### src/rtl/pingpong_accum_sched_pkg.sv
// Shared types and defaults for the ping-pong complex accumulator scheduler.
// Complex words are packed {real, imag}, with each half stored in two's complement.
package pingpong_accum_sched_pkg;

    localparam int WIDTH_DEF = 48;
    localparam int CNT_W_DEF = 8;
    localparam int HALF_DEF  = WIDTH_DEF / 2;

    typedef enum logic [1:0] {
        BANK_EMPTY = 2'd0,
        BANK_ACCUM = 2'd1,
        BANK_FULL  = 2'd2
    } bank_state_e;

    function automatic logic [WIDTH_DEF-1:0] cplx_pack(input logic [HALF_DEF-1:0] re,
                                                       input logic [HALF_DEF-1:0] im);
        return {re, im};
    endfunction

    function automatic logic [HALF_DEF-1:0] cplx_re(input logic [WIDTH_DEF-1:0] x);
        return x[WIDTH_DEF-1:HALF_DEF];
    endfunction

    function automatic logic [HALF_DEF-1:0] cplx_im(input logic [WIDTH_DEF-1:0] x);
        return x[HALF_DEF-1:0];
    endfunction

endpackage

### src/rtl/pingpong_accum_sched_if.sv
// Sample-in / result-out handshake bundle for the ping-pong accumulator.
interface pingpong_accum_sched_if
    import pingpong_accum_sched_pkg::*;
#(
    parameter int WIDTH = WIDTH_DEF,
    parameter int CNT_W = CNT_W_DEF
);
    logic [WIDTH-1:0] in_data;
    logic             in_valid;
    logic             in_ready;
    logic [WIDTH-1:0] out_data;
    logic             out_bank;
    logic [CNT_W-1:0] out_cnt;
    logic             out_valid;
    logic             out_ready;

    modport master (
        output in_data, in_valid, out_ready,
        input  in_ready, out_data, out_bank, out_cnt, out_valid
    );

    modport slave (
        input  in_data, in_valid, out_ready,
        output in_ready, out_data, out_bank, out_cnt, out_valid
    );
endinterface

### src/rtl/pingpong_accum_sched_addsub.sv
// Complex adder/subtractor: each half wraps independently, so no carry crosses from imag into real.
module addsub_cplx
    import pingpong_accum_sched_pkg::*;
#(
    parameter int WIDTH = WIDTH_DEF
) (
    input  logic [WIDTH-1:0] in1,
    input  logic [WIDTH-1:0] in2,
    input  logic             mode,
    output logic [WIDTH-1:0] out
);
    localparam int HALF = WIDTH / 2;

    logic [HALF-1:0] re_res;
    logic [HALF-1:0] im_res;

    always_comb begin
        if (mode) begin
            re_res = in1[WIDTH-1:HALF] - in2[WIDTH-1:HALF];
            im_res = in1[HALF-1:0]     - in2[HALF-1:0];
        end else begin
            re_res = in1[WIDTH-1:HALF] + in2[WIDTH-1:HALF];
            im_res = in1[HALF-1:0]     + in2[HALF-1:0];
        end
    end

    assign out = {re_res, im_res};
endmodule

### src/rtl/pingpong_accum_sched.sv
// Two-bank ping-pong complex accumulator: one bank fills while the other waits to drain.
// Results leave in fill order; input stalls only while the active bank still holds a result.
module pingpong_accum_sched
    import pingpong_accum_sched_pkg::*;
#(
    parameter int WIDTH = WIDTH_DEF,
    parameter int CNT_W = CNT_W_DEF
) (
    input  logic             clock,
    input  logic             reset,
    input  logic             en,
    input  logic             flush,
    input  logic [CNT_W-1:0] cfg_len,
    pingpong_accum_sched_if.slave bus
);
    bank_state_e      state_reg [2];
    logic [WIDTH-1:0] acc_reg   [2];
    logic [CNT_W-1:0] cnt_reg   [2];
    logic [CNT_W-1:0] len_reg   [2];
    logic             act_ptr_reg;
    logic             out_ptr_reg;

    logic [1:0] close_vec;
    logic [1:0] drain_vec;
    logic       accept;
    logic       out_hs;

    // in_ready looks only at registered state, so a drain frees the bank one cycle later.
    assign bus.in_ready  = en && !reset && (state_reg[act_ptr_reg] != BANK_FULL);
    assign bus.out_valid = (state_reg[out_ptr_reg] == BANK_FULL);
    assign bus.out_data  = acc_reg[out_ptr_reg];
    assign bus.out_bank  = out_ptr_reg;
    assign bus.out_cnt   = cnt_reg[out_ptr_reg];

    assign accept = bus.in_valid && bus.in_ready;
    assign out_hs = bus.out_valid && bus.out_ready;

    generate
        for (genvar gi = 0; gi < 2; gi++) begin : g_bank
            logic [WIDTH-1:0] sum;
            logic             is_act;
            logic             load;
            logic             first;
            logic [CNT_W-1:0] cnt_next;
            logic [CNT_W-1:0] len_eff;

            addsub_cplx #(.WIDTH(WIDTH)) u_add (
                .in1  (bus.in_data),
                .in2  (acc_reg[gi]),
                .mode (1'b0),
                .out  (sum)
            );

            assign is_act   = (act_ptr_reg == 1'(gi));
            assign load     = accept && is_act;
            assign first    = (state_reg[gi] == BANK_EMPTY);
            assign cnt_next = first ? CNT_W'(1) : cnt_reg[gi] + CNT_W'(1);
            // Frame length is captured at the first sample; a zero length behaves as one.
            assign len_eff  = first ? ((cfg_len == '0) ? CNT_W'(1) : cfg_len) : len_reg[gi];

            assign close_vec[gi] = is_act &&
                ((load && ((cnt_next == len_eff) || flush)) ||
                 (!load && flush && (state_reg[gi] == BANK_ACCUM)));
            assign drain_vec[gi] = out_hs && (out_ptr_reg == 1'(gi));

            always_ff @(posedge clock) begin
                if (reset) begin
                    state_reg[gi] <= BANK_EMPTY;
                    acc_reg[gi]   <= '0;
                    cnt_reg[gi]   <= '0;
                    len_reg[gi]   <= '0;
                end else begin
                    if (load) begin
                        acc_reg[gi] <= first ? bus.in_data : sum;
                        cnt_reg[gi] <= cnt_next;
                        len_reg[gi] <= len_eff;
                    end
                    if (close_vec[gi]) begin
                        state_reg[gi] <= BANK_FULL;
                    end else if (load) begin
                        state_reg[gi] <= BANK_ACCUM;
                    end else if (drain_vec[gi]) begin
                        state_reg[gi] <= BANK_EMPTY;
                    end
                end
            end
        end
    endgenerate

    always_ff @(posedge clock) begin
        if (reset) begin
            act_ptr_reg <= 1'b0;
            out_ptr_reg <= 1'b0;
        end else begin
            if (|close_vec) act_ptr_reg <= ~act_ptr_reg;
            if (|drain_vec) out_ptr_reg <= ~out_ptr_reg;
        end
    end
endmodule
### src/flat_wrapper.sv
// flat-port wrapper written by rule: the top's interface ports become plain ports
module pingpong_accum_sched_flat import pingpong_accum_sched_pkg::*;
#(
    parameter int WIDTH = WIDTH_DEF,
    parameter int CNT_W = CNT_W_DEF
)
  (clock, reset, en, flush, cfg_len, bus_in_data, bus_in_valid, bus_out_ready, bus_in_ready, bus_out_data, bus_out_bank, bus_out_cnt, bus_out_valid);
  pingpong_accum_sched_if #(.WIDTH(WIDTH), .CNT_W(CNT_W)) bus_i ();
  input  logic clock;
  input  logic reset;
  input  logic en;
  input  logic flush;
  input  logic [CNT_W-1:0] cfg_len;
  input wire logic [$bits(bus_i.in_data)-1:0] bus_in_data;
  input wire logic [$bits(bus_i.in_valid)-1:0] bus_in_valid;
  input wire logic [$bits(bus_i.out_ready)-1:0] bus_out_ready;
  output wire logic [$bits(bus_i.in_ready)-1:0] bus_in_ready;
  output wire logic [$bits(bus_i.out_data)-1:0] bus_out_data;
  output wire logic [$bits(bus_i.out_bank)-1:0] bus_out_bank;
  output wire logic [$bits(bus_i.out_cnt)-1:0] bus_out_cnt;
  output wire logic [$bits(bus_i.out_valid)-1:0] bus_out_valid;
  assign bus_i.in_data = bus_in_data;
  assign bus_i.in_valid = bus_in_valid;
  assign bus_i.out_ready = bus_out_ready;
  assign bus_in_ready = bus_i.in_ready;
  assign bus_out_data = bus_i.out_data;
  assign bus_out_bank = bus_i.out_bank;
  assign bus_out_cnt = bus_i.out_cnt;
  assign bus_out_valid = bus_i.out_valid;
  pingpong_accum_sched #(.WIDTH(WIDTH), .CNT_W(CNT_W)) u_core (.clock(clock), .reset(reset), .en(en), .flush(flush), .cfg_len(cfg_len), .bus(bus_i));
endmodule
### config.mk
export PLATFORM = sky130hd
export DESIGN_NAME = pingpong_accum_sched_flat
export DESIGN_NICKNAME = d
export VERILOG_FILES = /design/src/rtl/pingpong_accum_sched_pkg.sv /design/src/rtl/pingpong_accum_sched_if.sv /design/src/rtl/pingpong_accum_sched_addsub.sv /design/src/rtl/pingpong_accum_sched.sv /design/src/flat_wrapper.sv
export SDC_FILE = /design/constraint.sdc
export NUM_CORES = 1
export LEC_CHECK = 0
export ABC_AREA = 1
export CAP_MARGIN = 20
export CORE_MARGIN = 2
export CORE_UTILIZATION = 57
export DETAILED_ROUTE_END_ITERATION = 10
export PLACE_DENSITY = 0.78
export SETUP_SLACK_MARGIN = 0.1
export SYNTH_ARGS = -nofsm -noshare
export SYNTH_HDL_FRONTEND = slang
export SYNTH_HIERARCHICAL = 1
export SYNTH_SLANG_ARGS = --single-unit
### constraint.sdc
create_clock -name clock -period 3.75 [get_ports clock]
set_input_delay 0.75 -clock clock [delete_from_list [all_inputs] [get_ports clock]]
set_output_delay 0.75 -clock clock [all_outputs]
set_load 0.05 [all_outputs]
==> metrics <==
Detail Route Antenna Nets 0; Largest stage delay, worst path 0.81 ns; post-synth top area cell nand2_1; status finished clean; fraction of the mapped netlist area in adder cells 0.0817; Core Area 29400 µm²; Final Non-Filler Cells 3297; drt pass-1 iters 6; sequential share of the synthesized area 0.239; initial antenna violation count 0; Final HPWL DP 43500 µm; setup repair bufs after CTS 0; CP arrival 2.60 ns; critical path, cell by cell clkdlybuf4s50_1 -> inv_1 -> o21ai_1 -> nor2_1 -> clkdlybuf4s50_1; worst vdd rail ir drop 278 µV; clk slew on worst S/H paths 0.07 ns; dpl cell area 18500 µm²; Synth Area in XOR/XNOR 0.0684; ranking of synthesized cells by area nand2_1, edfxtp_1, inv_1, ha_1, nor2_1; Syn Area/Cell 6.05 µm²; share of layout cells above drive strength 1 0.0575; via count 18600; synthesis-to-layout area growth 12.7%; H-tree levels 4; # Max-Cap Violations 0; drt initial violations 2464; Slew Viols, Final 0; Post-Syn Instances 2792; placed cell count 3264; drt via density 5.64; setup TNS 0 ns; post-DR wirelength/cell 17.0 µm; Die X 176 µm; crit end category output pin; Post-synth top cells nand2_1, inv_1, nor2_1, a21oi_1, nand3_1; Final period util 0.892; Ys Warns 6; root buffer cell clkbuf_16; Final Hold Violating Endpoints 0; GRT Residual Overflow 0; CP bufs+invs 3; share of the synthesized area in the top cell type 0.244; Rows 63; Final Hold Slack 0.558 ns; required time of the worst setup path 3.00 ns; Total Routing Usage GR 0.358; hold path depth 2; Worst setup SP type primary input; most frequent CP cell clkdlybuf4s50_1; Port Buffer Count 120; internal reg-to-reg setup slack 0.43 ns; hold_sp u_core/act_ptr_reg; Lkg Pwr 9.73 nW; flops & latches, synth 136; max frequency 299 MHz; CP max-delay cell clkdlybuf4s50_1; clock skew 0.0119 ns; mux share of post-synthesis cell area 0; DRC 0; library cells used by synthesis 48; vias in the first global route 16700; CTS resizes 0; Worst R2R Path Depth 17; CTS tree built; worst r2r dst u_core/acc_reg[0][22]; total CTS buffers 17; first-pass GRT wire length 87800 µm; Hold-fix buffers, CTS 0; largest net degree at the start of global routing 66; mapped cell area 16900 µm²; Worst Max-Slew Pin Slew 0.844 ns; largest family of logic cells by synthesized area simple AND/OR/NAND/NOR gates; Post-Synth Simple-Gate Area 0.422; IO Count 121; crit path kind primary input to output pin; reg2reg start u_core/acc_reg[0][0]; final wirelength 56000 µm; RSZ-0062 raised after global routing no; Clk Latency, worst-skew pair 0.44 ns; Final nets 3063; Final Instance Area 19000 µm²; Final setup viols 0; max FFs per register 96; Synth Area in Compound Gates 0.0808; Die ar. 31100 µm²; top-count cell post-synth nand2_1; crit-path max FO 7; TritonCTS Sinks 136; Bufs on Longest Clock Path 2; Starting Density 0.575; HP Class flip-flop to flip-flop; Post-synth EDFFs 132; Main synth FF type edfxtp_1; Async S/R FF share, synth 0; die height 176 µm; GP Congestion 1.01; hold endpoint u_core/act_ptr_reg; crit path time final 3.35 ns; Cell Pwr Density 349 nW/µm²; Tot Pwr 6.64 mW; critical path's top delay family buffers and inverters; relative slew slack 0.437
[area by class of cell]
class / instances / area, µm²
antenna: 1 / 2.50
clock buffer: 18 / 439
clock inverter: 14 / 125
fill: 2851 / 10400
inverter: 401 / 1510
multi-input combinational: 2202 / 11100
sequential: 136 / 4050
tap: 390 / 488
timing repair buffer: 135 / 1350
[through the flow]
stage,worst slack (ns),util
floorplan,0.278,-
global placement,0.479,0.629
detailed placement,0.413,0.629
CTS,0.406,0.648
global route,0.214,0.648
finish,0.404,0.648
[layer usage]
metal  track usage  up-vias  wire [µm]
li1              -     8973          -
met1         0.527     8524      25000
met2         0.532     1006      23400
met3        0.0715       98       6260
met4        0.0944        0       1370
met5             0        -          0
[kinds of logic (layout without fill, tap and decap cells)]
family | Yosys count | count (layout)
AO/OA/AOI/OAI | 255 | 255
XOR/XNOR | 132 | 132
adder cells (fa/ha/maj) | 108 | 108
buffers and inverters | 464 | 568
flip-flops | 136 | 136
other | 1 | 12
AND/OR/NAND/NOR | 1696 | 1696
[worst register-to-register path, stage by stage, from the launching register on]
cell	delay [ns]
edfxtp_1	0.41
inv_1	0.12
ha_1	0.17
nand2_1	0.15
nor2_1	0.41
nand2_1	0.13
xor2_1	0.16
nand2_1	0.05
o21ai_0	0.08
ha_1	0.39
nand4_1	0.19
nor3_1	0.25
nand3_1	0.18
nand3_1	0.12
nand2_1	0.06
nand2_1	0.07
nand2_1	0.06
a21oi_1	0.18
[where the power goes]
| group | leakage [nW] | total, mW | internal [mW] | switching (mW) |
|---|---|---|---|---|
| logic | 8.06 | 3.11 | 1.02 | 2.09 |
| registers | 1.40 | 1.85 | 1.76 | 0.0900 |
| clock network | 0.267 | 1.69 | 0.890 | 0.797 |
[placed cells by master, fill, tap and decap left out, types with 6 or more instances in the layout]
| master | n |
|---|---|
| a21oi_1 | 174 |
| buf_4 | 12 |
| clkbuf_16 | 17 |
| clkdlybuf4s50_1 | 120 |
| conb_1 | 11 |
| edfxtp_1 | 132 |
| ha_1 | 104 |
| inv_1 | 387 |
| inv_2 | 13 |
| inv_6 | 6 |
| nand2_1 | 1094 |
| nand2_2 | 39 |
| nand3_1 | 166 |
| nand3_2 | 9 |
| nand3b_1 | 10 |
| nand4_1 | 37 |
| nor2_1 | 269 |
| nor2_2 | 20 |
| nor2_4 | 9 |
| nor3_1 | 10 |
| nor3_2 | 13 |
| o21ai_0 | 42 |
| o21ai_1 | 10 |
| o21bai_1 | 13 |
| xnor2_1 | 29 |
| xor2_1 | 103 |
[how the worst max path moves through the flow]
stage,start,end,slack [ns],cells past startpoint
2_1_floorplan,reset,u_core/acc_reg[0][0],0.28,7
3_3_place_gp,reset,bus_in_ready,0.48,5
3_5_place_dp,reset,bus_in_ready,0.41,5
4_1_cts,reset,bus_in_ready,0.41,5
5_1_grt,u_core/acc_reg[0][1],u_core/acc_reg[0][22],0.21,17
6_report,reset,bus_in_ready,0.40,5
(Power assumes the default switching activity.)
